[src/rtl/branch_flow_ctrl.sv]
// branch_flow_ctrl: conditional-branch sequencing for the five-stage pipeline.
// Owns the N/Z/V flag register, interlocks an ID branch against an EX flag
// write, and drives the PC redirect plus IF/ID and ID/EX flushes on a taken
// branch.
// Optional build macro BR_FLOW_STATS_EN adds saturating taken/stall counters.
module branch_flow_ctrl #(
  parameter int ADDR_W       = 16,
  parameter int FLUSH_CYCLES = 2
) (
  input  logic              clk,
  input  logic              rst_n,
  input  logic              stall_in,
  input  logic              id_is_br,
  input  logic              br_taken,
  input  logic [ADDR_W-1:0] br_target,
  input  logic              ex_flag_wr,
  input  logic              alu_n,
  input  logic              alu_z,
  input  logic              alu_v,
  output logic              flag_n,
  output logic              flag_z,
  output logic              flag_v,
  output logic              flag_stall,
  output logic              pc_redirect,
  output logic [ADDR_W-1:0] redirect_pc,
  output logic              flush_ifid,
  output logic              flush_idex
`ifdef BR_FLOW_STATS_EN
  ,
  output logic [15:0]       taken_cnt,
  output logic [15:0]       stall_cnt
`endif
);

  typedef enum logic [1:0] {
    IDLE      = 2'd0,
    INTERLOCK = 2'd1,
    REDIRECT  = 2'd2,
    FLUSH     = 2'd3
  } state_t;

  // REDIRECT accounts for the first flush_ifid cycle, so the counter holds
  // the number of FLUSH cycles still to come.
  localparam logic [2:0] CNT_INIT = 3'(FLUSH_CYCLES - 1);

  state_t     state, state_nxt;
  logic [2:0] cnt, cnt_nxt;
  logic       capture;

  // Next-state, flush counter and the combinational interlock request
  always_comb begin
    state_nxt  = state;
    cnt_nxt    = cnt;
    capture    = 1'b0;
    flag_stall = 1'b0;
    unique case (state)
      IDLE: begin
        // A flag write in EX takes priority: the branch must see its result.
        if (id_is_br && ex_flag_wr) begin
          flag_stall = 1'b1;
          state_nxt  = INTERLOCK;
        end else if (id_is_br && br_taken) begin
          capture   = 1'b1;
          state_nxt = REDIRECT;
        end
      end
      INTERLOCK: begin
        // Flags now hold the producer's result; br_taken is re-evaluated.
        if (br_taken) begin
          capture   = 1'b1;
          state_nxt = REDIRECT;
        end else begin
          state_nxt = IDLE;
        end
      end
      REDIRECT: begin
        cnt_nxt   = CNT_INIT;
        state_nxt = (FLUSH_CYCLES == 1) ? IDLE : FLUSH;
      end
      FLUSH: begin
        // id_is_br is ignored here: that instruction is being squashed.
        cnt_nxt = cnt - 3'd1;
        if (cnt == 3'd1) state_nxt = IDLE;
      end
      default: state_nxt = IDLE;
    endcase
  end

  // State, counter and captured target; everything freezes under stall_in
  always_ff @(posedge clk or negedge rst_n) begin
    if (!rst_n) begin
      state       <= IDLE;
      cnt         <= 3'd0;
      redirect_pc <= '0;
    end else if (!stall_in) begin
      state <= state_nxt;
      cnt   <= cnt_nxt;
      if (capture) redirect_pc <= br_target;
    end
  end

  // Architectural flag register, written by the EX ALU
  always_ff @(posedge clk or negedge rst_n) begin
    if (!rst_n) begin
      flag_n <= 1'b0;
      flag_z <= 1'b0;
      flag_v <= 1'b0;
    end else if (ex_flag_wr && !stall_in) begin
      flag_n <= alu_n;
      flag_z <= alu_z;
      flag_v <= alu_v;
    end
  end

  // Moore outputs decoded from the state register
  always_comb begin
    pc_redirect = (state == REDIRECT);
    flush_idex  = (state == REDIRECT);
    flush_ifid  = (state == REDIRECT) || (state == FLUSH);
  end

`ifdef BR_FLOW_STATS_EN
  function automatic logic [15:0] sat_inc(input logic [15:0] v);
    return (v == 16'hFFFF) ? v : v + 16'd1;
  endfunction

  logic enter_interlock;
  logic enter_redirect;

  // Transition strobes, qualified so a frozen pipeline counts nothing
  always_comb begin
    enter_interlock = !stall_in && (state == IDLE) && (state_nxt == INTERLOCK);
    enter_redirect  = !stall_in && capture;
  end

  // Saturating event counters
  always_ff @(posedge clk or negedge rst_n) begin
    if (!rst_n) begin
      taken_cnt <= 16'd0;
      stall_cnt <= 16'd0;
    end else begin
      if (enter_redirect)  taken_cnt <= sat_inc(taken_cnt);
      if (enter_interlock) stall_cnt <= sat_inc(stall_cnt);
    end
  end
`endif

endmodule

[config.mk]
export PLATFORM = sky130hd
export DESIGN_NAME = branch_flow_ctrl
export DESIGN_NICKNAME = d
export VERILOG_FILES = /design/src/rtl/branch_flow_ctrl.sv
export SDC_FILE = /design/constraint.sdc
export NUM_CORES = 1
export LEC_CHECK = 0
export CORE_AREA = 2 2 58 73
export DETAILED_ROUTE_END_ITERATION = 10
export DIE_AREA = 0 0 60 75
export PLACE_DENSITY = 0.58
export SLEW_MARGIN = 20
export SYNTH_ARGS = -nofsm -noshare
export SYNTH_HDL_FRONTEND = slang
export SYNTH_SLANG_ARGS = --single-unit
[constraint.sdc]
create_clock -name clk -period 2.82 [get_ports clk]
set_input_delay 0.564 -clock clk [delete_from_list [all_inputs] [get_ports clk]]
set_output_delay 0.564 -clock clk [all_outputs]
set_load 0.02 [all_outputs]
### After elaboration in Yosys (flattened, before gate mapping)

Index checks and enable logic that the tools add are counted.

* bitwise operators: 1
* equality and inequality tests: 6
* multiplexer cells: 12
* reductions and logical operators: 10
* $add $sub $neg: 1

Operator list (number)
* 2-bit 2-to-1 mux: 4
* 2-bit case mux with 4 select lines: 1
* 3-bit case mux with 2 select lines: 1
* 1-bit 2-to-1 mux: 5
* 2-bit == test, second input constant: 2
* 2-bit AND reduction: 2
* 3-bit by 1-bit == test with 1-bit output, second input constant: 1
* 1-bit logical AND: 3
* 3-bit inequality test, second input constant: 1
* 3-bit AND reduction: 1
* 3-bit by 1-bit subtractor with 3-bit output, second input constant: 1
* 2-bit by 1-bit == test with 1-bit output, second input constant: 1
* 2-bit logical NOT: 1
* 2-bit inequality test, second input constant: 1
* 1-bit case mux with 2 select lines: 1
* 2-bit nonzero test: 1
* 1-bit logical NOT: 1
* 1-bit logical OR: 1
* 1-bit inverter: 1

* bits in registers: 24
* input port bits: 25
* output and inout port bits: 23
* logic and storage cells: 36

### Depth between registers and ports, before layout

Gate-level depths: netlist of the first run.

* depth after elaboration: 5
* mapped depth: 5
* depth with buffers taken out: 5

### Least setup slack after synthesis of the first run

OpenSTA, ideal clock, no wires.

* path kind: input-to-output
* start: in ex_flag_wr
* end: out flag_stall
* path slack: 1.183 ns
* data arrival time: 1.073 ns
* stages on the path: 2
* path buffers: 0
* data required time: 2.256 ns
* path through: nand2_1 > nor3_1

* word-level cells in the longest chain between the ends: 3

RTL lines
* start: declaration: RTL line 16 `input logic ex_flag_wr,`
* 1-bit logical AND: RTL line 59 `if (id_is_br && ex_flag_wr) begin`
* 1-bit 2-to-1 mux: RTL line 59
* 1-bit 2-to-1 mux: RTL line 56 `unique case (state)`
* end: declaration: RTL line 23 `output logic flag_stall,`

Every way passes these cells.

### Final worst setup path of the first run

Same ends and word-level chain as after synthesis.

==> results of run 1 <==
## metal layers
| metal | routed length [um] | track usage, % |
|---|---|---|
| met5 | 0 | 0 |
| met3 | 124 | 1.37 |
| met2 | 1120 | 17.8 |
| met4 | 53 | 6.67 |
| met1 | 854 | 12.0 |
## area by class of cell
type | instances | area share, %
Clock inverter | 1 | 1.80
Multi-Input combinational cell | 44 | 26.3
Tap cell | 54 | 4.05
Clock buffer | 3 | 2.48
Timing Repair Buffer | 48 | 28.7
Sequential cell | 24 | 36.0
Inverter | 3 | 0.676
## final timing paths
path / endpoint / slack [ns] / cells past startpoint
max: flag_stall / 0.28 / 4
min: flag_z$_DFFE_PN0P_ / 0.51 / 1
max reg2reg: redirect_pc[5]$_DFFE_PN0P_ / 1.14 / 2
min reg2reg: flag_z$_DFFE_PN0P_ / 0.51 / 1
max in group asynchronous: cnt[0]$_DFFE_PN0P_ / 1.92 / 2
min in group asynchronous: redirect_pc[3]$_DFFE_PN0P_ / 0.65 / 2
## placed cells by master, fill, tap and decap left out
cell and instances:
ha_1 2, bufinv_16 1, o21ai_0 2, nand2_1 5, a211o_1 1, buf_4 1
nand4bb_1 2, nor2_4 1, mux2_4 9, clkbuf_8 3, a22o_1 1, o211ai_4 1
a21oi_1 1, nor2_1 1, nor2b_4 1, nor2b_1 2, nand2b_1 2, a31oi_1 1
clkdlybuf4s50_1 47, nor3_1 2, inv_1 3, dfrtp_1 24, mux2_2 10
## power by group
group | total (mW) | switching (mW) | leakage, nW | internal, mW
clock | 0.297 | 0.107 | 0.0357 | 0.190
combinational | 0.841 | 0.364 | 0.400 | 0.478
sequential | 0.619 | 0.118 | 0.286 | 0.501
total | 1.76 | 0.588 | 0.722 | 1.17
## critical path, cell delays in order
cell and delay [ns]:
clkdlybuf4s50_1 0.54, nand2_1 0.09, nor3_1 0.15, clkdlybuf4s50_1 0.63
## synthesized netlist by cell type
library cell / n / area [um2]
a31oi_1: 1 / 6.26
nor2_1: 1 / 3.75
buf_6: 1 / 11.3
nor2b_4: 1 / 13.8
dfrtp_1: 24 / 601
o21ai_0: 2 / 10.0
nor2_4: 1 / 11.3
dlygate4sd1_1: 1 / 8.76
nor3_1: 2 / 10.0
nand2b_1: 2 / 12.5
a211o_1: 1 / 8.76
ha_1: 2 / 25.0
inv_1: 3 / 11.3
a22o_1: 1 / 8.76
nand4bb_1: 2 / 22.5
buf_4: 1 / 7.51
nand2_1: 5 / 18.8
mux2_4: 9 / 135
nor2b_1: 2 / 12.5
o211ai_4: 1 / 21.3
buf_12: 1 / 20.0
a21oi_1: 1 / 5.00
mux2_2: 10 / 113
## through the flow
stage                     instance area [um2]  utilization (%)  instances  hold slack (ns)  setup WS [ns]
after detailed placement                 1600             42.1        173            0.491          0.286
after CTS                                1670             44.0        177            0.514          0.278
after global placement                   1600             42.1        173            0.466          0.326
final                                    1670             44.0        177            0.510          0.278
after global routing                     1670             44.0        177            0.525          0.213
after floorplan                          1100                -         75            0.268           1.18
## registers in the layout, summed over array words and instances, names as in the netlist
name and cells:
cnt 3, flag_n 1, flag_v 1, flag_z 1
redirect_pc 16, state 2
## logic make-up after synthesis
| family | Yosys count |
|---|---|
| buf+inv | 7 |
| flops | 24 |
| simple gates | 16 |
| compound gates | 7 |
| mux | 19 |
| fa+ha+maj | 2 |
==> results_dict.tcl, run 1 <==
set metrics [dict create \
    muxShareOfSynthArea_pct 22.6 \
    grt_pass1_wl_um 3430 \
    multi_input_area_um2 438 \
    htree_levels 1 \
    cts_buffers 3 \
    rsz0062_at_grt "false" \
    die_area_um2 4500 \
    setup_viol 0 \
    layout_worst_path_cycle_share_pct 90.2 \
    synth_xor_area_share_pct 0 \
    cts_sinks 24 \
    hold_viol 0 \
    critical_path_arrival_ns 1.98 \
    finClkSkew_ns 0.00440 \
    status "complete, no violations" \
    hold_class "flip-flop to flip-flop" \
    cts_hold_buffers 0 \
    crit_type "input pin to output port" \
    yosysWarnings 0 \
    ant_nets 0 \
    die_w_um 60 \
    finalWorstPathRequiredPeriod_ns 2.54 \
    synth_fp_nets 102 \
    synthSimpleGateAreaFrac_pct 9.58 \
    p_per_area_nw_per_um2 1050 \
    cts_resized 0 \
    max_clock_freq_mhz 393 \
    clockBufferDepth 2 \
    final_layout_size_suffix_gt1_share_pct 22.0 \
    cts-root-buf "clkbuf_8" \
    dr_total_vias 751 \
    vdd_ir_drop_max_uv 348 \
    grt_max_degree 25 \
    grtUsageTotal_pct 10.4 \
    power_leakage_nw 0.722 \
    rows 25 \
    drt_wl_total_um 2150 \
    io_buffers 47 \
    postCtsSetupRepairBufs 0 \
    gp_congestion 0.671 \
    synth_top_family_by_area "multiplexers" \
    crit_path_start_kind "input pin" \
    tns_ns 0 \
    core-area_um2 3780 \
    drt_iter0_drc 18 \
    rr_startpoint "state[0]$_DFFE_PN0P_" \
    drc_errors 0 \
    syn_avg_cell_area_um2 14.6 \
    worst_slew_pin_slew_ns 0.703 \
    relSlewSlack_pct 52.9 \
    cts_tree "done" \
    detail_route.wl_per_cell_um 12.1 \
    ios 48 \
    netlist_area_um2 1100 \
    antenna_found_initial 0 \
    clkLatencyLatePin_ns 0.26 \
    cap_violations 0 \
    antenna_cells 0 \
    die_y_um 75 \
    ys_seq_area_share_pct 54.7 \
    start_util_pct 29.0 \
    fillers 377 \
    critPathRequiredTime_ns 2.26 \
    place_hpwl_um 1630 \
    synth_cell_type_count 23 \
    min_from "flag_z$_DFFE_PN0P_" \
    path_max_fanout 3 \
    ys_ff_latch 24 \
    clk_pin_slew_ns 0.08 \
    total_power_mw 1.76 \
    post_drt_via_cell_ratio 4.24 \
    area_delta_synth_final_pct 51.9 \
    cp-end-kind "output port" \
    synth_compound_area_share_pct 5.47 \
    synth_fa_ha_area_share_pct 2.28 \
    register_area_um2 601 \
    grt_pass1_vias 798 \
    grt-ovfl-total 0 \
    syn-instance-count 75 \
    first_pass_iters 3 \
    slew_violations 0 \
    crit_start "ex_flag_wr" \
    layout.nets 151 \
]
No activity file was read; power rests on OpenSTA's default activity.
==> inputs of run 2 (changes only) <==
Clock period 2.82 ns to 3 ns, I/O delays scaled along.
==> results_dict.tcl, run 2 (synthesis gave the netlist of run 1 again) <==
set metrics [dict create \
    status "complete, no violations" \
    postCtsSetupRepairBufs 0 \
    detail_route.wl_per_cell_um 12.2 \
    layout.nets 152 \
    finClkSkew_ns 0.00344 \
    crit_path_start_kind "input pin" \
    cts_tree "done" \
    cts_resized 0 \
    crit_type "input pin to output port" \
    power_leakage_nw 0.719 \
    core-area_um2 3780 \
    cts_sinks 24 \
    tns_ns 0 \
    grt_max_degree 25 \
    antenna_found_initial 0 \
    largest_reg_flops 16 \
    clk_pin_slew_ns 0.08 \
    cp_cell_sequence "clkdlybuf4s50_1 > nand2_1 > nor3_1 > clkdlybuf4s50_1" \
    cts_hold_buffers 0 \
    grtUsageTotal_pct 10.6 \
    relSlewSlack_pct 71.4 \
    slew_violations 0 \
    largest_register "redirect_pc" \
    critPathMaxStageDelay_ns 0.63 \
    cts_buffers 3 \
    htree_levels 1 \
    total_power_mw 1.59 \
    cpMostUsedCell "clkdlybuf4s50_1" \
    drc_errors 0 \
    die_w_um 60 \
    clkLatencyLatePin_ns 0.26 \
    critical_path_arrival_ns 2.01 \
    cts-root-buf "clkbuf_8" \
    rsz0062_at_grt "false" \
    post_drt_via_cell_ratio 4.26 \
    rows 25 \
    cpMaxStageDelayCell "clkdlybuf4s50_1" \
    layout_worst_path_cycle_share_pct 87.2 \
    cp-end-kind "output port" \
    vdd_ir_drop_max_uv 366 \
    layout_common_cells "clkdlybuf4s50_1 (47), dfrtp_1 (24), mux2_2 (10)" \
    ant_nets 0 \
    whs_ns 0.500 \
    first_pass_iters 2 \
    antenna_cells 0 \
    layout_commonest_cell "clkdlybuf4s50_1" \
    io_buffers 47 \
    finalWorstPathRequiredPeriod_ns 2.61 \
    max_clock_freq_mhz 382 \
    grt_pass1_vias 791 \
    worst_slew_pin_slew_ns 0.427 \
    top_regs "redirect_pc: 16 flops, cnt: 3 flops, state: 2 flops" \
    gp_congestion 0.688 \
    dr_total_vias 758 \
    p_per_area_nw_per_um2 961 \
    hold_viol 0 \
    place_area_um2 1600 \
    die_y_um 75 \
    place_hpwl_um 1710 \
    die_area_um2 4500 \
    drt_wl_total_um 2180 \
    area_delta_synth_final_pct 51.1 \
    stdcell_area_um2 1660 \
    grt-ovfl-total 0 \
    path_max_fanout 3 \
    grt_pass1_wl_um 3520 \
    critPathRequiredTime_ns 2.40 \
    drt_iter0_drc 36 \
    cap_violations 0 \
    fillers 368 \
    final_layout_size_suffix_gt1_share_pct 22.6 \
    start_util_pct 29.0 \
    ios 48 \
    setup_viol 0 \
    hold_class "flip-flop to flip-flop" \
    clockBufferDepth 2 \
]
-- run 2: changes by cell type in the layout (fill, tap and decap cells not counted) --
cell,change
bufinv_16,-1
buf_4,+1
clkbuf_8,+1
-- run 2: area by class of cell --
type / instances / area (um2) / area share (%)
clock buffers: 4 / 55.1 / 3.32
well taps: 54 / 67.6 / 4.08
multi-input cells: 44 / 438 / 26.4
flip-flops and latches: 24 / 601 / 36.2
inverters: 3 / 11.3 / 0.679
repair buffers: 49 / 485 / 29.3
-- run 2: through the flow --
step / setup WS [ns] / cells / utilization [%]
floorplan: 1.29 / 75 / -
global placement: 0.436 / 174 / 42.3
detailed placement: 0.392 / 174 / 42.3
CTS: 0.385 / 178 / 43.8
global route: 0.299 / 178 / 43.8
finish: 0.385 / 178 / 43.8
-- run 2: worst max-delay path, delay by kind of cell --
| family | cells | cell delay (ns) |
|---|---|---|
| buffers and inverters | 2 | 1.18 |
| and+or+nand+nor | 2 | 0.24 |
-- run 2: layer usage --
metal / GRT usage (%) / up-vias / wire, um
met4: 5.93 / 0 / 46
met5: 0 / - / 0
li1: - / 357 / -
met1: 12.2 / 368 / 869
met2: 18.4 / 29 / 1130
met3: 1.89 / 4 / 132
-- run 2: where the power goes --
group | internal (mW) | leakage, nW | switching, mW | total [mW]
Sequential | 0.471 | 0.286 | 0.111 | 0.581
Combinational | 0.452 | 0.405 | 0.345 | 0.797
Clock | 0.117 | 0.0288 | 0.0987 | 0.216
Total | 1.04 | 0.719 | 0.555 | 1.59
-- run 2: worst paths after layout --
kind,cells past startpoint,startpoint,slack [ns],endpoint
max,4,ex_flag_wr,0.39,flag_stall
min,2,cnt[1]$_DFFE_PN0P_,0.50,cnt[1]$_DFFE_PN0P_
max reg2reg,3,state[0]$_DFFE_PN0P_,1.35,redirect_pc[6]$_DFFE_PN0P_
min reg2reg,2,cnt[1]$_DFFE_PN0P_,0.50,cnt[1]$_DFFE_PN0P_
max in group asynchronous,2,rst_n,2.08,cnt[1]$_DFFE_PN0P_
min in group asynchronous,2,rst_n,0.69,redirect_pc[3]$_DFFE_PN0P_
